==> src/rtl/square_range_gen_if.sv <==
// Handshake and result bundle for square_range_gen.
// The master side issues start/root requests; the slave side (the generator)
// returns busy/done and the lo/hi range of the requested root.
interface square_range_gen_if #(
    parameter int ROOT_W = 5,
    parameter int NUM_W  = 2 * ROOT_W
);
    logic              start;
    logic [ROOT_W-1:0] root;
    logic              busy;
    logic              done;
    logic [NUM_W-1:0]  lo;
    logic [NUM_W-1:0]  hi;

    modport master (
        output start,
        output root,
        input  busy,
        input  done,
        input  lo,
        input  hi
    );

    modport slave (
        input  start,
        input  root,
        output busy,
        output done,
        output lo,
        output hi
    );
endinterface

==> src/rtl/square_range_gen.sv <==
// square_range_gen: given a root r, returns lo = r*r and hi = (r+1)^2 - 1,
// i.e. the range of inputs whose floor square root is r.
// r*r is built by an iterative shift-add squarer (one root bit per cycle),
// then hi is formed as r*r + 2*r in a final add cycle.
module square_range_gen #(
    parameter int ROOT_W = 5,
    parameter int NUM_W  = 2 * ROOT_W
) (
    input  logic               clk,
    input  logic               rst,
    square_range_gen_if.slave  bus
);
    localparam int CNT_W = (ROOT_W > 1) ? $clog2(ROOT_W) : 1;
    localparam logic [CNT_W-1:0] LAST_CNT = CNT_W'(ROOT_W - 1);

    localparam logic [1:0] S_IDLE = 2'd0;
    localparam logic [1:0] S_MUL  = 2'd1;
    localparam logic [1:0] S_ADD  = 2'd2;

    logic [1:0]        state_q, state_d;
    logic [ROOT_W-1:0] r_q,     r_d;
    logic [NUM_W-1:0]  acc_q,   acc_d;
    logic [CNT_W-1:0]  cnt_q,   cnt_d;
    logic              busy_q,  busy_d;
    logic              done_q,  done_d;
    logic [NUM_W-1:0]  lo_q,    lo_d;
    logic [NUM_W-1:0]  hi_q,    hi_d;

    // Latched root zero-extended to the accumulator width for shifting.
    logic [NUM_W-1:0]  r_ext_s;
    assign r_ext_s = {{(NUM_W-ROOT_W){1'b0}}, r_q};

    // Next-state logic: accept in IDLE, one partial product per MUL cycle, final range in ADD.
    always_comb begin
        state_d = state_q;
        r_d     = r_q;
        acc_d   = acc_q;
        cnt_d   = cnt_q;
        busy_d  = busy_q;
        done_d  = 1'b0;
        lo_d    = lo_q;
        hi_d    = hi_q;
        case (state_q)
            S_IDLE: begin
                if (bus.start) begin
                    r_d     = bus.root;
                    acc_d   = {NUM_W{1'b0}};
                    cnt_d   = {CNT_W{1'b0}};
                    busy_d  = 1'b1;
                    state_d = S_MUL;
                end else begin
                    state_d = S_IDLE;
                end
            end
            S_MUL: begin
                // Partial product r * (bit cnt of r) = r << cnt when that bit is set.
                if (r_q[cnt_q]) begin
                    acc_d = acc_q + (r_ext_s << cnt_q);
                end else begin
                    acc_d = acc_q;
                end
                cnt_d = cnt_q + CNT_W'(1);
                if (cnt_q == LAST_CNT) begin
                    state_d = S_ADD;
                end else begin
                    state_d = S_MUL;
                end
            end
            S_ADD: begin
                // (r+1)^2 - 1 = r*r + 2*r; fits in NUM_W bits for every r.
                lo_d    = acc_q;
                hi_d    = acc_q + (r_ext_s << 1);
                done_d  = 1'b1;
                busy_d  = 1'b0;
                state_d = S_IDLE;
            end
            default: begin
                busy_d  = 1'b0;
                state_d = S_IDLE;
            end
        endcase
    end

    // State and output registers; async reset clears everything and aborts any operation.
    always_ff @(posedge clk or posedge rst) begin
        if (rst) begin
            state_q <= S_IDLE;
            r_q     <= {ROOT_W{1'b0}};
            acc_q   <= {NUM_W{1'b0}};
            cnt_q   <= {CNT_W{1'b0}};
            busy_q  <= 1'b0;
            done_q  <= 1'b0;
            lo_q    <= {NUM_W{1'b0}};
            hi_q    <= {NUM_W{1'b0}};
        end else begin
            state_q <= state_d;
            r_q     <= r_d;
            acc_q   <= acc_d;
            cnt_q   <= cnt_d;
            busy_q  <= busy_d;
            done_q  <= done_d;
            lo_q    <= lo_d;
            hi_q    <= hi_d;
        end
    end

    assign bus.busy = busy_q;
    assign bus.done = done_q;
    assign bus.lo   = lo_q;
    assign bus.hi   = hi_q;
endmodule

==> src/flat_wrapper.sv <==
// flat-port wrapper written by rule: the top's interface ports become plain ports
module square_range_gen_flat 
#(
    parameter int ROOT_W = 5,
    parameter int NUM_W  = 2 * ROOT_W
)
  (clk, rst, bus_start, bus_root, bus_busy, bus_done, bus_lo, bus_hi);
  square_range_gen_if #(.ROOT_W(ROOT_W), .NUM_W(NUM_W)) bus_i ();
  input  logic clk;
  input  logic rst;
  input wire logic [$bits(bus_i.start)-1:0] bus_start;
  input wire logic [$bits(bus_i.root)-1:0] bus_root;
  output wire logic [$bits(bus_i.busy)-1:0] bus_busy;
  output wire logic [$bits(bus_i.done)-1:0] bus_done;
  output wire logic [$bits(bus_i.lo)-1:0] bus_lo;
  output wire logic [$bits(bus_i.hi)-1:0] bus_hi;
  assign bus_i.start = bus_start;
  assign bus_i.root = bus_root;
  assign bus_busy = bus_i.busy;
  assign bus_done = bus_i.done;
  assign bus_lo = bus_i.lo;
  assign bus_hi = bus_i.hi;
  square_range_gen #(.ROOT_W(ROOT_W), .NUM_W(NUM_W)) u_core (.clk(clk), .rst(rst), .bus(bus_i));
endmodule
==> config.mk <==
export PLATFORM = sky130hd
export DESIGN_NAME = square_range_gen_flat
export DESIGN_NICKNAME = d
export VERILOG_FILES = /design/src/rtl/square_range_gen_if.sv /design/src/rtl/square_range_gen.sv /design/src/flat_wrapper.sv
export SDC_FILE = /design/constraint.sdc
export NUM_CORES = 1
export LEC_CHECK = 0
export CAP_MARGIN = 20
export CORE_MARGIN = 5
export CORE_UTILIZATION = 56
export DETAILED_ROUTE_END_ITERATION = 8
export PLACE_DENSITY = 0.91
export RECOVER_POWER = 50
export SYNTH_ARGS = -nofsm -noshare
export SYNTH_HDL_FRONTEND = slang
export SYNTH_SLANG_ARGS = --single-unit
==> constraint.sdc <==
create_clock -name clk -period 2.8 [get_ports clk]
set_clock_uncertainty 0.1 [all_clocks]
set_input_delay 0.56 -clock clk [delete_from_list [all_inputs] [get_ports clk]]
set_output_delay 0.56 -clock clk [all_outputs]
set_load 0.005 [all_outputs]
==> flow_summary.json <==
{
  "drive_above_1_share_pct": 7.692,
  "vias_per_cell": 5.964,
  "fmax_mhz": 377.3,
  "antenna_found_initial": 0,
  "clock_tree.root_cell": "clkbuf_8",
  "cp-end-kind": "flip-flop",
  "switching_share_pct": 43.38,
  "netlist_area_um2": 2515,
  "cp_slowest_cell": "dfrtp_2",
  "synthCells": 281,
  "crit_family": "compound AO/OA/AOI/OAI gates",
  "grt_max_degree": 42,
  "ir_drop_uv": 693.1,
  "critical_path_class": "flip-flop to flip-flop",
  "critical_path_depth": 10,
  "drc": 0,
  "yosysSeqAreaShare_pct": 40.80,
  "die_area_um2": 5931,
  "worst_pin_slew_ns": 1.013,
  "required_ns": 2.93,
  "rsz0062_at_grt": "false",
  "synth_ff_type": "dfrtp_1",
  "hold_viol_final": 0,
  "synth_top_area_share_pct": 40.80,
  "io_buffers": 29,
  "drv_cap": 0,
  "cts_made_buffers": 5,
  "h-tree-depth": 2,
  "power_frac_comb_pct": 56.4,
  "diodes": 0,
  "yosys-top-cells-area": "dfrtp_1 (41%), ha_1 (8.0%), nand2_1 (7.8%), o21ai_0 (4.0%), nand3_1 (3.2%)",
  "holdCritPathClass": "flip-flop to flip-flop",
  "worst-path-buf-inv": 0,
  "setup_viol": 0,
  "place_inst": 357,
  "holdPathStages": 2,
  "ant_nets": 0,
  "rows": 24,
  "yosysUniqueCellTypes": 47,
  "syn-num-nets": 307,
  "grt_pass1_vias": 2051,
  "synth_seq_cells": 41,
  "powerDensity_nw_per_um2": 1260,
  "power_frac_seq_pct": 31.2,
  "critical_path.max_stage_delay_ns": 0.45,
  "firstDrtPassIters": 4,
  "grt_pass1_wl_um": 9777,
  "total_power_w": 0.003723,
  "fin_cells": 364,
  "p_leak_nw": 1.399,
  "area_delta_synth_final_pct": 17.51,
  "min_period_ns": 2.650,
  "synth-edff-count": 0,
  "synth_top_cell_by_area": "dfrtp_1",
  "grt_util_all_layers_pct": 20.23,
  "clockBufferDepth": 2,
  "synth_warnings": 0,
  "status": "complete, no violations",
  "hpwl_um": 4037,
  "io_pins": 30,
  "cts_tree": "built",
  "wl_per_cell_um": 15.38,
  "coreArea_um2": 4354,
  "dr.first_iter.drc_count": 166,
  "grt.overflow.total": 0,
  "die_w_um": 77.02,
  "place.gp.congestion": 0.9688,
  "syn_area_per_cell_um2": 8.950,
  "cts_num_sinks": 41,
  "slew_violations": 0,
  "wirelength_um": 5597,
  "tns_ns": 0,
  "path_max_fanout": 8,
  "ctsHoldBuffers": 0,
  "insertion_delay_ns": 0.30,
  "cp-start-kind": "flip-flop",
  "ys_async_sr_fraction_pct": 100.0,
  "crit_chain": "mux2i_1, nand2_1, o21ai_1, o22ai_1, ha_1, and3_1, a22o_1, a21oi_1, mux2_2, nand3_1",
  "relSlewSlack_pct": 32.45,
  "p_sw_w": 0.001615,
  "power_frac_clock_pct": 12.4,
  "start_util_pct": 57.76,
  "die_h_um": 77.02,
  "reg2regPathDepth": 10,
  "fin_crit_sh_pct": 94.66,
  "p_int_w": 0.002108,
  "num_vias": 2171,
  "clk_pin_slew_worst_paths_ns": 0.08,
  "fin_nets": 338,
  "n_fill_cell": 326,
  "cp.arrival_ns": 2.78
}
[worst paths after layout]
| kind | slack, ns | to | start |
|---|---|---|---|
| max reg2reg | 0.15 | u_core.acc_q[9] | u_core.cnt_q[1] |
| min in group asynchronous | 0.92 | u_core.bus.hi[2] | rst |
| max | 0.15 | u_core.acc_q[9] | u_core.cnt_q[1] |
| min | 0.38 | u_core.bus.lo[6] | u_core.bus.lo[6] |
| max in group asynchronous | 0.98 | u_core.cnt_q[0] | rst |
| min reg2reg | 0.38 | u_core.bus.lo[6] | u_core.bus.lo[6] |
[synth_stat cells (all sizes together), types with 2 or more instances]
cell,instances
dfrtp,41
nor2,9
a31oi,2
o21ai,27
mux2,7
nand4,2
clkbuf,6
o21a,5
fa,2
buf,6
o2111ai,4
o22ai,2
o31ai,2
o211ai,5
and3,3
xor2,5
xnor2,2
or3,2
nor2b,4
a21oi,9
mux2i,3
nand2,52
nand3,16
nor3,3
ha,16
nand2b,7
a22o,2
a21o,5
inv,20
[through the flow]
step	hold slack, ns	worst slack (ns)	instance area, µm²	util (%)
global route	0.4051	0.01836	2955	67.87
finish	0.3769	0.1496	2955	67.87
global placement	0.3590	0.1944	2855	65.57
detailed placement	0.3638	0.1029	2855	65.57
CTS	0.3839	0.002097	2959	67.96
floorplan	0.3670	0.2312	2515	-
[layer usage]
metal  track usage (%)  vias to the layer above  part of all wire [%]
met1             26.61                     1021                    41
met2             33.11                       92                    49
met4             6.873                        0                   2.0
met5                 0                        -                     0
met3             4.215                       15                   8.0
li1                  -                     1043                     -
[placed cells by master, fill, tap and decap left out, types with 6 or more instances in the layout]
cell type	n
inv_1	20
o21ai_1	8
ha_1	16
clkdlybuf4s50_1	27
nand2b_1	6
nor2_1	9
nand3_1	16
o21ai_0	19
mux2_2	6
a21oi_1	8
dfrtp_1	39
nand2_1	52
[timing repair]
| item | CTS | global route |
|---|---|---|
| endpoints found under the setup margin | 0 | 2 |
| resized for setup | 0 | 3 |
| setup buffers | 0 | 0 |
[state kept, by name, summed over array words and instances (netlist names)]
signal           flops
u_core.bus.done      1
u_core.bus.hi        9
u_core.r_q           5
u_core.acc_q        10
u_core.bus.busy      1
u_core.bus.lo       10
u_core.cnt_q         3
u_core.state_q       2
[power groups by stage]
stage	Combinational [W]	Sequential, W	Clock [W]
5_1_grt	0.00235	0.00121	0.000501
3_3_place_gp	0.00200	0.00115	0
4_1_cts	0.00210	0.00115	0.000472
2_1_floorplan	0.00155	0.00106	0
3_5_place_dp	0.00207	0.00116	0
6_report	0.00210	0.00116	0.000461
[cells by family after synthesis]
kind of cell / count (synthesis) / synth area share (%)
compound gates: 68 / 17.26
xor+xnor: 7 / 2.438
fa+ha+maj: 18 / 9.552
buf+inv: 32 / 5.671
flops: 41 / 40.80
mux: 10 / 4.477
simple gates: 105 / 19.80
[worst reg2reg max path: stages (launching register included)]
cell and delay (ns):
dfrtp_2 0.45, mux2i_1 0.29, nand2_1 0.11, o21ai_1 0.14, o22ai_1 0.11, ha_1 0.32, and3_1 0.16, a22o_1 0.25
a21oi_1 0.22, mux2_2 0.37, nand3_1 0.06
[layout make-up]
class / count / area (µm²) / area share [%]
multi-input cells: 208 / 1346 / 45.55
inverters: 20 / 75.07 / 2.540
clock buffers: 5 / 68.82 / 2.329
repair buffers: 36 / 336.6 / 11.39
clock inverters: 2 / 35.03 / 1.185
well taps: 52 / 65.06 / 2.202
flip-flops and latches: 41 / 1028 / 34.80
Power figures use the tool's default switching activity.
